**src/rtl/gain_stage.sv**
```systemverilog
// Ramped-gain fixed-point multiplier: per-sample gain slewing toward a target, 2-cycle pipeline.
// Define GAIN_STAGE_SATURATE_EN to clamp the scaled sample instead of wrapping it.
module gain_stage #(
    parameter int fractional_size = 12,
    parameter int operand_size    = 32,
    parameter int ramp_step       = 64
) (
    input  logic                           clk,
    input  logic                           rst_n,
    input  logic                           in_valid,
    input  logic signed [operand_size-1:0] in_sample,
    input  logic                           gain_load,
    input  logic signed [operand_size-1:0] target_gain,
    output logic                           out_valid,
    output logic signed [operand_size-1:0] out_sample,
    output logic                           sat_flag,
    output logic                           gain_settled
);

    localparam int PW = 2 * operand_size;
    localparam int DW = operand_size + 1;
    localparam logic signed [operand_size-1:0] UNITY =
        {{(operand_size-1){1'b0}}, 1'b1} << fractional_size;
    localparam logic signed [DW-1:0] STEP = DW'(ramp_step);

    typedef enum logic [1:0] {HOLD, RAMP_UP, RAMP_DOWN} state_t;

    state_t                         state, state_next;
    logic signed [operand_size-1:0] gain, gain_next;
    logic signed [operand_size-1:0] target, target_next;
    logic signed [DW-1:0]           diff, diff_next;

    logic signed [operand_size-1:0] sample_p1;
    logic signed [operand_size-1:0] gain_p1;
    logic                           vld_p1;

    logic signed [PW-1:0]           prod;
    logic signed [PW-1:0]           reduced;
    logic signed [operand_size-1:0] res;
    logic                           sat;

    logic signed [operand_size-1:0] sample_p2;
    logic                           sat_p2;
    logic                           vld_p2;

`ifdef GAIN_STAGE_SATURATE_EN
    // Returns {clipped, value}; the value fits when all bits above the result MSB are sign copies.
    function automatic logic [operand_size:0] saturate(input logic signed [PW-1:0] v);
        logic [PW-operand_size:0] hi;
        hi = v[PW-1:operand_size-1];
        if (&hi || ~|hi)
            return {1'b0, v[operand_size-1:0]};
        else if (v[PW-1])
            return {1'b1, 1'b1, {(operand_size-1){1'b0}}};
        else
            return {1'b1, 1'b0, {(operand_size-1){1'b1}}};
    endfunction
`endif

    // Gain control: difference is one bit wider so extreme gains cannot overflow.
    always_comb begin
        target_next = gain_load ? target_gain : target;
        gain_next   = gain;
        diff        = DW'(target) - DW'(gain);
        if (in_valid && (state != HOLD)) begin
            if ((diff <= STEP) && (diff >= -STEP))
                gain_next = target;
            else if (diff > 0)
                gain_next = operand_size'(DW'(gain) + STEP);
            else
                gain_next = operand_size'(DW'(gain) - STEP);
        end
        diff_next = DW'(target_next) - DW'(gain_next);
        if (diff_next == '0)
            state_next = HOLD;
        else if (diff_next > 0)
            state_next = RAMP_UP;
        else
            state_next = RAMP_DOWN;
    end

    assign gain_settled = (state == HOLD) || !rst_n;

    // Stage 1: capture the sample together with the gain in force before this cycle's update.
    always_ff @(posedge clk) begin
        if (in_valid) begin
            sample_p1 <= in_sample;
            gain_p1   <= gain;
        end
    end

    // Stage 2: full-width product reduced by the fractional bits.
    assign prod    = PW'(sample_p1) * PW'(gain_p1);
    assign reduced = prod >>> fractional_size;

`ifdef GAIN_STAGE_SATURATE_EN
    assign {sat, res} = saturate(reduced);
`else
    logic unused_hi;
    assign unused_hi = ^reduced[PW-1:operand_size];
    assign res       = reduced[operand_size-1:0];
    assign sat       = 1'b0;
`endif

    always_ff @(posedge clk) begin
        if (!rst_n) begin
            state     <= HOLD;
            gain      <= UNITY;
            target    <= UNITY;
            vld_p1    <= 1'b0;
            vld_p2    <= 1'b0;
            sample_p2 <= '0;
            sat_p2    <= 1'b0;
        end else begin
            state  <= state_next;
            gain   <= gain_next;
            target <= target_next;
            vld_p1 <= in_valid;
            vld_p2 <= vld_p1;
            if (vld_p1) begin
                sample_p2 <= res;
                sat_p2    <= sat;
            end
        end
    end

    assign out_valid  = vld_p2;
    assign out_sample = sample_p2;
    assign sat_flag   = sat_p2;

endmodule

```
**config.mk**
```make
export PLATFORM = sky130hd
export DESIGN_NAME = gain_stage
export DESIGN_NICKNAME = d
export VERILOG_FILES = /design/src/rtl/gain_stage.sv
export SDC_FILE = /design/constraint.sdc
export NUM_CORES = 2
export LEC_CHECK = 0
export BUFFER_PORTS_ARGS = -buffer_cell sky130_fd_sc_hd__buf_2
export CAP_MARGIN = 20
export CORE_AREA = 2 2 336 172
export DETAILED_ROUTE_END_ITERATION = 6
export DIE_AREA = 0 0 338 174
export PLACE_DENSITY = 0.83
export SYNTH_ARGS = -nofsm -noshare
export SYNTH_HDL_FRONTEND = slang
export SYNTH_SLANG_ARGS = --single-unit
export TNS_END_PERCENT = 5
```
**constraint.sdc**
```tcl
create_clock -name clk -period 10.6 [get_ports clk]
set_input_delay 1.06 -clock clk [delete_from_list [all_inputs] [get_ports clk]]
set_output_delay 1.06 -clock clk [all_outputs]
set_load 0.005 [all_outputs]
```
==> out/metrics.cfg <==
[logic_synthesis]
synthTopCellsByCount=inv_1, fa_1, nand2_1
synth_top_area_share_pct=41.1
netlist_instances=4082
synth_top_flop_cell=dfxtp_1
seq_area_frac_synth_pct=10.8
yosys-top-cells-area=fa_1, inv_1, ha_1
yosys_warnings=0
ys_types=82
netlist_area_um2=36400
syn_avg_cell_area_um2=8.93
ys_seq_elements=164
yosysMostFrequentCell=inv_1
synthesis.nets=5144
synthArstFlopShare_pct=0
yosysTopAreaCell=fa_1
synth_edf_count=64

[worst_setup_path]
max_stage_delay_ns=0.52
critPathLaunchType=register
critPathRequiredTime_ns=11.00
slowest_stage=or4_1
crit_path_start=target[0]
crit_fanout=20
crit_type=register to register
reg2reg_from=target[0]
end_kind=register
arrival_ns=10.61

[cts]
ctsHtreeMaxLevel=4
numCtsBuffers=17
clk_pin_slew_worst_paths_ns=0.08
clk_latency_ns=0.51
root_buffer=clkbuf_16
cts_tree=built
cts_buffer_depth=2
cts_sinks=164

[cells_and_area]
instances_no_fill=4845
insertedDiodeCount=0
syn_to_final_growth_pct=5.13
layout-drive-gt1-share_pct=6.35
finalNetCount=5126

[grt]
grt_max_degree=44
globalRouteOverflowTotal=0
grt_pass1_wl_um=168000
grt_usage_pct=38.2
antenna_found_initial=3
grt_pass1_vias=29100

[drt]
drtAntennaViolNets=0
drcViolationCount=7
dr_total_vias=28400
avgRoutedWirePerCell_um=22.0
drtIter0Drc=3632
dr.pass1.iters=7
totalWireLength_um=107000
via_per_inst=5.87

[placement]
io_buffers=101
dpl.hpwl_um=87000
dp.cells=4810
gp_congestion=1.02

[die]
initial_core_util_pct=64.8
pin_count=103
coreArea_um2=56200
fp.dieW_um=338
die_area_um2=58800
dieHeight_um=174
rows=62

[timing]
fin_worst_skew_ns=0.0165
drv_slew=0
holdWs_ns=0.459
finalCritPeriodShare_pct=96.3
fin_tns_setup_ns=0
post-route-min-period_ns=10.21
finalHoldViolations=0
tightestPinTransition_ns=1.32
max_freq_ghz=0.0980
rsz0062_at_grt=no
slew_headroom_pct=12.0
final-setup-viol-count=0

[min_path]
hp-start=gain[5]
min_path_type=register to register

[status]
violations=DRC
status=finished, violations left

[flow_run]
cap_violations=0

repair_timing:
| item | in CTS | in global routing |
|---|---|---|
| endpoints found under the setup margin | 1 | 1 |
| hold buffers | 0 | 0 |
| pin swaps | 0 | 1 |
| buffers inserted | 0 | 1 |
| gates resized for setup | 1 | 12 |
flip-flops by register name, indices dropped and copies added, names as in the netlist:
name        count
gain           32
gain_p1        32
out_sample     32
sample_p1      32
target         32
state           2
out_valid       1
vld_p1          1
critical path: cells and delay by family, from the launching register on:
| kind | cells | cell delay, ns |
|---|---|---|
| buffers and inverters | 4 | 0.60 |
| muxes | 1 | 0.15 |
| DFF | 1 | 0.33 |
| and+or+nand+nor | 13 | 2.92 |
| AOI/OAI and AO/OA | 18 | 4.38 |
| adders and majority gates | 4 | 1.23 |
| xor gates and xnor gates | 3 | 0.49 |
path summary, 6_finish.rpt:
path | endpoint | slack [ns] | cells after the start
worst min register to register | gain_p1[5] | 0.46 | 0
worst min-delay path | gain_p1[5] | 0.46 | 0
worst max-delay path | state[0] | 0.39 | 43
worst max register to register | state[0] | 0.39 | 43
layer usage:
layer | up-vias | global-route usage (%) | share of wire (%)
met1 | 13800 | 56.9 | 41
met5 | - | 1.47 | 0.21
met2 | 2148 | 46.4 | 36
met4 | 12 | 8.52 | 2.1
li1 | 12200 | - | -
met3 | 233 | 22.8 | 20
per-stage QoR:
step                cell area, um2  setup slack [ns]  utilization (%)
floorplan                    36400              2.15                -
global placement             37600             0.643             66.8
detailed placement           37600           0.00921             66.9
CTS                          38200             0.223             67.9
global route                 38300           0.00833             68.1
finish                       38300             0.394             68.1
placed cells by master (no fill, tap or decap), types with 12 or more instances in the layout:
cell type,count
inv_1,908
fa_1,748
nand2_1,615
and2_1,311
ha_1,246
nor2_1,163
a21oi_1,111
buf_2,100
dfxtp_1,99
xnor2_1,97
edfxtp_1,64
mux2i_1,61
buf_4,56
o21ai_0,52
xor2_1,42
a21o_1,32
mux2_2,30
nand2b_1,29
nand3_1,21
o21a_1,19
nor3_1,19
clkbuf_16,17
nor2b_1,16
a31oi_1,16
o21ai_1,15
nand4_1,12
kinds of logic (layout without fill, tap and decap cells):
logic type / Yosys count / count (layout) / synth area share, %
adder cells (fa/ha/maj): 994 / 994 / 49.5
multiplexers: 91 / 91 / 2.60
other: 1 / 1 / 0.0103
buffers and inverters: 1107 / 1102 / 11.5
XOR/XNOR: 139 / 139 / 3.34
AND/OR/NAND/NOR: 1241 / 1241 / 16.0
flip-flops: 164 / 164 / 10.8
AO/OA/AOI/OAI: 345 / 345 / 6.23
layout make-up:
cell class | instances | area [um2]
clock buffers | 20 | 457
clock inverters | 12 | 110
fillers | 4261 | 17900
inverters | 909 | 3410
multi-input cells | 2811 | 28400
flip-flops and latches | 164 | 3930
well taps | 768 | 961
repair buffers | 161 | 1040
Power is not shown: default switching activity piles up to over one toggle a cycle in this logic, so the estimate is an artifact.
